## config.mk

```make
export PLATFORM = sky130hd
export DESIGN_NAME = bitstream_decoder
export DESIGN_NICKNAME = d
export VERILOG_FILES = /design/src/rtl/bitstream_decoder.sv
export SDC_FILE = /design/constraint.sdc
export NUM_CORES = 1
export LEC_CHECK = 0
export ABC_AREA = 1
export CAP_MARGIN = 20
export CORE_MARGIN = 4
export CORE_UTILIZATION = 35
export CTS_CLUSTER_DIAMETER = 40
export DETAILED_ROUTE_END_ITERATION = 12
export PLACE_DENSITY = 0.62
export SETUP_SLACK_MARGIN = 0.2
export SYNTH_ARGS = -nofsm -noshare
export SYNTH_HDL_FRONTEND = slang
export SYNTH_SLANG_ARGS = --single-unit
```

## constraint.sdc

```tcl
create_clock -name clk -period 2.5 [get_ports clk]
set_input_delay 0.375 -clock clk [delete_from_list [all_inputs] [get_ports clk]]
set_output_delay 0.375 -clock clk [all_outputs]
set_load 0.01 [all_outputs]
```

## src/rtl/bitstream_decoder.sv

```systemverilog
`default_nettype none
// ============================================================================
// Module      : bitstream_decoder
// Description : Serial packet receiver; checks the PID, assembles the fields
//               it implies and holds the result under a ready/ack handshake.
// Revision    : 1.0 - initial release
// ============================================================================
module bitstream_decoder (
    input  logic        clk,
    input  logic        rst_L,
    input  logic        inb,
    input  logic        sending,
    input  logic        pause,
    input  logic        pkt_ack,
    output logic        pktready,
    output logic [3:0]  pid,
    output logic [6:0]  addr,
    output logic [3:0]  endp,
    output logic [63:0] data,
    output logic        pid_err,
    output logic        trunc_err,
    output logic        overrun
);

    localparam logic [3:0] c_PID_OUT   = 4'b0001;
    localparam logic [3:0] c_PID_IN    = 4'b1001;
    localparam logic [3:0] c_PID_DATA0 = 4'b0011;
    localparam logic [3:0] c_PID_ACK   = 4'b0010;
    localparam logic [3:0] c_PID_NAK   = 4'b1010;

    // Packet completion is resolved on the edge that accepts the final bit,
    // so it has no state of its own.
    typedef enum logic [2:0] {
        S_IDLE     = 3'd0,
        S_RX_PID   = 3'd1,
        S_RX_ADDR  = 3'd2,
        S_RX_ENDP  = 3'd3,
        S_RX_DATA  = 3'd4,
        S_WAIT_END = 3'd5,
        S_DISCARD  = 3'd6
    } state_t;

    state_t      r_state, w_state_next;
    logic [6:0]  r_cnt, w_cnt_next;
    logic [63:0] r_sr, w_sr_next, w_sr_bit;
    logic [3:0]  r_rx_pid, w_rx_pid_next, w_pkt_pid;
    logic [5:0]  w_idx;
    logic        w_accept, w_complete, w_pid_err, w_trunc, w_is_token;

    assign w_accept   = sending && !pause;
    assign w_pkt_pid  = (r_state == S_RX_PID) ? w_sr_bit[3:0] : r_rx_pid;
    assign w_is_token = (w_pkt_pid == c_PID_OUT) || (w_pkt_pid == c_PID_IN);

    // ENDP lands just above ADDR so both survive until completion.
    always_comb begin
        w_idx = (r_state == S_RX_ENDP) ? (6'd7 + r_cnt[5:0]) : r_cnt[5:0];
        w_sr_bit        = r_sr;
        w_sr_bit[w_idx] = inb;
    end

    always_comb begin
        w_state_next  = r_state;
        w_cnt_next    = r_cnt;
        w_sr_next     = r_sr;
        w_rx_pid_next = r_rx_pid;
        w_complete    = 1'b0;
        w_pid_err     = 1'b0;
        w_trunc       = 1'b0;
        case (r_state)
            S_IDLE: begin
                if (w_accept) begin
                    w_sr_next    = w_sr_bit;
                    w_cnt_next   = 7'd1;
                    w_state_next = S_RX_PID;
                end
            end
            S_RX_PID, S_RX_ADDR, S_RX_ENDP, S_RX_DATA: begin
                if (!sending) begin
                    w_trunc      = 1'b1;
                    w_cnt_next   = 7'd0;
                    w_sr_next    = 64'd0;
                    w_state_next = S_IDLE;
                end else if (w_accept) begin
                    w_sr_next  = w_sr_bit;
                    w_cnt_next = r_cnt + 7'd1;
                    if (r_state == S_RX_PID && r_cnt == 7'd7) begin
                        w_cnt_next    = 7'd0;
                        w_rx_pid_next = w_sr_bit[3:0];
                        if (w_sr_bit[7:4] != ~w_sr_bit[3:0]) begin
                            w_pid_err    = 1'b1;
                            w_state_next = S_DISCARD;
                        end else begin
                            case (w_sr_bit[3:0])
                                c_PID_ACK, c_PID_NAK: begin
                                    w_complete   = 1'b1;
                                    w_state_next = S_WAIT_END;
                                end
                                c_PID_OUT, c_PID_IN: w_state_next = S_RX_ADDR;
                                c_PID_DATA0:         w_state_next = S_RX_DATA;
                                default: begin
                                    w_pid_err    = 1'b1;
                                    w_state_next = S_DISCARD;
                                end
                            endcase
                        end
                    end else if (r_state == S_RX_ADDR && r_cnt == 7'd6) begin
                        w_cnt_next   = 7'd0;
                        w_state_next = S_RX_ENDP;
                    end else if ((r_state == S_RX_ENDP && r_cnt == 7'd3) ||
                                 (r_state == S_RX_DATA && r_cnt == 7'd63)) begin
                        w_cnt_next   = 7'd0;
                        w_complete   = 1'b1;
                        w_state_next = S_WAIT_END;
                    end
                end
            end
            S_WAIT_END, S_DISCARD: begin
                w_cnt_next = 7'd0;
                if (!sending) begin
                    w_state_next = S_IDLE;
                end
            end
            default: w_state_next = S_IDLE;
        endcase
    end

    always_ff @(posedge clk or negedge rst_L) begin
        if (!rst_L) begin
            r_state   <= S_IDLE;
            r_cnt     <= 7'd0;
            r_sr      <= 64'd0;
            r_rx_pid  <= 4'd0;
            pktready  <= 1'b0;
            pid       <= 4'd0;
            addr      <= 7'd0;
            endp      <= 4'd0;
            data      <= 64'd0;
            pid_err   <= 1'b0;
            trunc_err <= 1'b0;
            overrun   <= 1'b0;
        end else begin
            r_state   <= w_state_next;
            r_cnt     <= w_cnt_next;
            r_sr      <= w_sr_next;
            r_rx_pid  <= w_rx_pid_next;
            pid_err   <= w_pid_err;
            trunc_err <= w_trunc;
            overrun   <= w_complete && pktready;
            // A simultaneous ack and completion still counts as overrun.
            if (w_complete && !pktready) begin
                pktready <= 1'b1;
                pid      <= w_pkt_pid;
                addr     <= w_is_token ? w_sr_bit[6:0]  : 7'd0;
                endp     <= w_is_token ? w_sr_bit[10:7] : 4'd0;
                data     <= (w_pkt_pid == c_PID_DATA0) ? w_sr_bit : 64'd0;
            end else if (pkt_ack && pktready) begin
                pktready <= 1'b0;
            end
        end
    end

endmodule
`default_nettype wire

```

==> Word-level counts from Yosys, hierarchy flattened <==
Index checks and enable logic that the tools add are counted.
Widths: inputs -> output; s select.
{ "word_totals": {"register_bits": 161, "word_cells": 111} }
{ "op_classes": {"magnitude_cmp": 2, "eq_ne": 23, "n_mux": 46, "n_addsub": 2, "n_reduce_logical": 25, "bitwise": 1} }
{ "ops": {"columns": ["op", "count"], "rows": [
  ["$mux 64", 3],
  ["$pmux 64 s2", 1],
  ["$bwmux 64", 1],
  ["$mux 7", 7],
  ["$mux 3", 8],
  ["$pmux 7 s3", 1],
  ["$mux 1", 19],
  ["$pmux 3 s3", 2],
  ["$eq 7x3->1 const B", 2],
  ["$eq 4x2->1 const B", 3],
  ["$eq 4x4->1 const B", 3],
  ["$eq 3x3->1 const B", 3],
  ["$logic_and 1x1->1", 9],
  ["$eq 4x1->1 const B", 2],
  ["$mux 4", 2],
  ["$reduce_and 4->1", 2],
  ["$add 7x1->7 const B", 1],
  ["$eq 7x2->1 const B", 1],
  ["$eq 7x6->1 const B", 1],
  ["$lt 6x7->1 const B", 1],
  ["$add 3x6->6 const A", 1],
  ["$demux 1 s6", 1],
  ["$eq 3x2->1 const B", 2],
  ["$ge 6x1->1 const B", 1],
  ["16 further kinds", 22]
]} }

==> Longest topological paths before layout <==
{ "depth": {"ltp_word": 17, "mapped_depth": 23, "depth_no_buf": 22} }

==> Least setup slack after synthesis <==
OpenSTA, ideal clock, no wires.
{ "synth_timing": {"path_type": "register to register", "start": "register r_cnt[0]", "end": "register addr[0]", "n_path_buf": 2, "required_ns": 2.383, "t_arrival_ns": 2.477, "path_slack_ns": -0.094, "path_stages_with_launch": 23, "setup_ns": 0.117, "path_cell_list": "dfrtp_1 > inv_1 > ha_1 > nand2_1 > nand2_1 > o21bai_1 > nand2_1 > inv_2 > nand3_1 > buf_2 > nor2_1 > nand2_1 > nand2_1 > nand2_1 > nand2_1 > nand2_1 > inv_2 > nand3_1 > nand2_2 > nand3_4 > buf_2 > nand2_1 > nand2_1"} }
{ "synth_via": {"elab_chain_len": 16} }
{ "synth_lines": {"columns": ["item", "line_no", "text"], "rows": [
  ["start: declaration", "44", "logic [6:0] r_cnt, w_cnt_next;"],
  ["start signal: assignment", "143", "r_cnt <= w_cnt_next;"],
  ["$add 3x6->6", "56", "w_idx = (r_state == S_RX_ENDP) ? (6'd7 + r_cnt[5:0]) : r_cnt[5:0];"],
  ["$mux 6", "56", null],
  ["$lt 6x7->1 (implied by the code) / $ge 6x1->1 (equally long branches)", "58", "w_sr_bit[w_idx] = inb;"],
  ["$logic_and 1x1->1 (implied by the code)", "58", null],
  ["$mux 1 (implied by the code)", "58", null],
  ["$demux 1 s6", "58", null],
  ["$bwmux 64", "58", null],
  ["$eq 4x2->1 / $eq 4x4->1 (equally long branches)", "93", "case (w_sr_bit[3:0])"],
  ["$reduce_or 2->1", "93", null],
  ["$mux 1", "93", null],
  ["$mux 1", "89", "if (w_sr_bit[7:4] != ~w_sr_bit[3:0]) begin"],
  ["$mux 1", "86", "if (r_state == S_RX_PID && r_cnt == 7'd7) begin"],
  ["$mux 1", "83", "end else if (w_accept) begin"],
  ["$mux 1", "78", "if (!sending) begin"],
  ["$mux 1", "69", "case (r_state)"],
  ["$logic_and 1x1->1", "150", "if (w_complete && !pktready) begin"],
  ["end signal: assignment", "153", "addr <= w_is_token ? w_sr_bit[6:0] : 7'd0;"],
  ["end: declaration", "17", "output logic [6:0] addr,"]
]} }
Parallel ways exist; a longest one is shown, timed or not.
A chain may end at the register's enable or synchronous reset.

==> Final worst setup path <==
{ "layout_timing": {"start": "register r_state[2]", "end": "register data[58]"} }
{ "layout_via": {"elab_chain_len": 16} }
{ "layout_lines": {"columns": ["item", "line_no", "text"], "rows": [
  ["start: declaration", "43", "state_t r_state, w_state_next;"],
  ["start signal: assignment", "142", "r_state <= w_state_next;"],
  ["$eq 3x2->1", "56, 69, 109", null],
  ["$mux 6", "56", null],
  ["$lt 6x7->1 (implied by the code) / $ge 6x1->1 (equally long branches)", "58", null],
  ["$logic_and 1x1->1 (implied by the code)", "58", null],
  ["$mux 1 (implied by the code)", "58", null],
  ["$demux 1 s6", "58", null],
  ["$bwmux 64", "58", null],
  ["$eq 4x2->1 / $eq 4x4->1 (equally long branches)", "93", null],
  ["$reduce_or 2->1", "93", null],
  ["$mux 1", "93", null],
  ["$mux 1", "89", null],
  ["$mux 1", "86", null],
  ["$mux 1", "83", null],
  ["$mux 1", "78", null],
  ["$mux 1", "69", null],
  ["$logic_and 1x1->1", "150", null],
  ["end signal: assignment", "155", "data <= (w_pkt_pid == c_PID_DATA0) ? w_sr_bit : 64'd0;"],
  ["end: declaration", "19", "output logic [63:0] data,"]
]} }
Parallel ways exist; a longest one is shown, timed or not.

==> results.md <==
* Outcome: finished, violations left
* Failing checks: setup timing
* Synth Cell Area at 9030 sq um
* Seq pwr share at 29.2%
* Initial antenna violation count at 0
* Root buf cell: clkbuf_16
* Largest area contributor in the netlist: dfrtp_1
* Util after Layout at 50.0%
* Most common cell in the netlist: nand2_1
* Final setup viols at 82
* Mapped Cells at 1310
* Async set or reset register ratio after synthesis at 100%
* Psw at 0.00581 W
* Routability Congestion at 0.881
* Final nets at between 1000 and 1500
* Die area at 28400 sq um
* Max cap viols at 0
* Via density at roughly 5.1
* Row count at between 50 and 60
* Vias in the first global route at 8835
* DIE HEIGHT at 169 microns
* H-tree depth at 4
* Maximum clock path buffer count at 2
* Fin area at 12600 sq um
* Hold depth at 2
* Simple-Gate Fraction of Synth Area at 34.3%
* Adder-cell share of the synthesized area at less than 1%
* Worst slew pin tran at 0.680 ns
* Post-route ant nets at 0
* Layout cells sized above 1 at 22.9%
* PD cells at 1130 nW/um^2
* Fill count at roughly 2400
* Syn-to-layout area delta at 39.9%
* Main combinational cell family by area after synthesis: simple AND/OR/NAND/NOR gates
* Primary FF master, synth: dfrtp_1
* Fmax at ~370 MHz
* Register area share after synthesis at 44.6%
* Footprint of the multi-input gates at between 4000 and 5000 sq um
* Global-route wire length before repair at 44800 microns
* Sw Share at about two fifths
* Int Pwr at 0.00842 W
* Critical Path RT at 2.81 ns
* XOR/XNOR Fraction of Synth Area at 0.291%
* Max-Slew Margin vs Limit at a little over half
* Reg2reg path depth at 19
* Detailed Place HPWL at 18100 microns
* Shortest period the worst path allows at 2.72 ns
* Combinational share of power at around 52%
* Critical path startpoint category: register
* I/O pin cnt at 89
* Final WL at 28400 microns
* RSZ-0062 raised after global routing: true
* Tot GR Track Use at 19.0%
* GR Overflow Total at 0
* Distinct cells, synth at 31
* Leak at 6.11 nW
* Arrival time of the worst setup path at 3.03 ns
* Area after DPL at 11100 sq um
* Synth Area in Compound Gates at 12.3%
* DRT iter0 DRCs at 729
* Clock Power Share at 19.1%
* Synth Net Count at 1319
* PortBufs at 88
* Initial Util at a little over a third
* Worst-path maximum fanout at 10
* Mux cell area share after synthesis at 0%
* Synth top area cells: dfrtp_1, nand2_1, o21ai_0, nand4_1, nor2_1
* CTS tree: yes
* Tcrit/Tclk final at 109%
* Worst hold path class: reg2reg
* Die width at ~170 microns
* Crit Path Category: reg2reg
* Final Hold Vio Count at 0
* Max IR drop VDD at 0.476 mV
* Worst clock skew at ~0.0096 ns
* Commonest cells post-synth: nand2_1, o21ai_0, dfrtp_1, nor2_1, inv_1
* Syn avg cell area at between 6 and 7 sq um
* Synthesized flop and latch total at 161
* CTS Sinks at 161
* Crit. End Element: register
* Clock Latency Late Sink at 0.43 ns
* Core Footprint at 25300 sq um
* Post-synth EDFFs at 0
* Storage cell area at 4030 sq um
* Final Max Slew Viols at 0
* Synth Warn # at 0
* Worst-path clk slew at 0.06 ns
* Inserted Diodes at 0
* Post-route worst setup slack at -0.218 ns
* DRC Markers at 0
* Post-synth top area share at 44.6%
* Via count at between 9000 and 10000
* Largest net degree at the start of global routing at 65
* DR pass1 iterations at 6
* WL/cell at 15.6 microns
* CTS Buf Count at 17
-- critical path, cell delays in order, from the launching register on --
cell and delay (ns):
dfrtp_2 0.45, inv_2 0.09, nand3_4 0.09, buf_6 0.15, xor2_4 0.17, buf_4 0.15, nor2_4 0.18, inv_2 0.08
nor2_2 0.13, nand2_1 0.07, nand2_2 0.10, nand2_1 0.08, nor2_2 0.10, nand3_2 0.10, nand2_4 0.10, nand3_4 0.08
buf_12 0.17, clkbuf_16 0.17, nand2_1 0.06, nand2_1 0.05
-- placed cells by master, fill, tap and decap left out, types with 3 or more instances in the layout --
cell type,count
nand2_1,401
o21ai_0,159
dfrtp_1,159
buf_4,111
nor2_1,108
inv_1,91
nand4_1,89
clkdlybuf4s50_1,87
nand2_2,67
o21ai_1,25
o21ai_2,25
clkbuf_16,23
nor2_4,18
inv_2,14
nor2_2,14
buf_12,13
nand3_1,12
buf_6,12
nand2_4,11
a21oi_1,5
inv_4,4
nand3_4,4
nand3_2,3
nor3_1,3
or2_2,3
clkbuf_8,3
bufinv_16,3
clkinv_2,3
-- registers in the layout, summed over array words and instances (netlist names) --
name and count:
pid 4, r_sr 64, endp 4, addr 7
pid_err 1, trunc_err 1, data 64, r_rx_pid 4
pktready 1, r_state 3, r_cnt 7, overrun 1
-- area by class of cell --
class / count / area share (%)
Sequential cell: 161 / 31.9
Clock inverter: 9 / 1.03
Clock buffer: 22 / 3.76
Multi-Input combinational cell: 964 / 38.7
Tap cell: 330 / 3.27
Inverter: 110 / 3.35
Timing Repair Buffer: 231 / 18.0
-- stage by stage --
stage / setup WS, ns / setup TNS (ns) / hold WS (ns) / cells / total power (W)
6_report: -0.218 / -15.26 / 0.469 / 1827 / 0.0142
5_1_grt: -0.398 / -30.14 / 0.500 / 1827 / 0.0153
4_1_cts: -0.152 / -10.01 / 0.474 / 1798 / 0.0135
3_5_place_dp: -0.255 / -18.50 / 0.371 / 1762 / 0.0106
3_3_place_gp: -0.263 / -19.59 / 0.370 / 1762 / 0.0105
2_1_floorplan: 0.00674 / 0 / 0.0794 / 1310 / 0.00786
-- power by group through the flow --
stage	clock, W	sequential, W	combinational, W
after floorplan	0	0.00427	0.00359
after global placement	0	0.00411	0.00640
after detailed placement	0	0.00412	0.00653
after CTS	0.00277	0.00410	0.00661
after global routing	0.00288	0.00428	0.00814
final	0.00272	0.00415	0.00736
-- per-layer routing --
| metal | part of all wire (%) | global-route usage (%) | vias to the layer above |
|---|---|---|---|
| li1 | - | - | 4589 |
| met5 | 0 | 0 | - |
| met1 | 46 | 26.3 | 4431 |
| met2 | 48 | 31.0 | 256 |
| met4 | 1.6 | 5.12 | 0 |
| met3 | 4.5 | 3.06 | 30 |
-- path summary, 6_finish.rpt --
| kind | startpoint | endpoint | slack, ns |
|---|---|---|---|
| max | r_state[2] | data[58] | -0.22 |
| min reg2reg | data[1] | data[1] | 0.47 |
| min in group asynchronous | rst_L | data[49] | 0.48 |
| min | data[1] | data[1] | 0.47 |
| max reg2reg | r_state[2] | data[58] | -0.22 |
| max in group asynchronous | rst_L | data[11] | 1.36 |
-- what timing repair did --
action                                 4_1_cts  5_1_grt
setup buffers                                4       21
pin swaps                                    4       19
endpoints found under the hold margin       44        0
setup endpoints to repair                  107      143
hold buffers                                 1        0
gates cloned                                 0        8
gates resized for setup                     43      160
-- kinds of logic (layout without fill, tap and decap cells) --
kind of cell | Yosys count | after routing
AO/OA/AOI/OAI | 220 | 220
XOR/XNOR | 3 | 3
adder cells (fa/ha/maj) | 3 | 3
buffers and inverters | 185 | 372
flip-flops | 161 | 161
AND/OR/NAND/NOR | 738 | 738
Note: power is estimated with default switching activity, not from simulation.
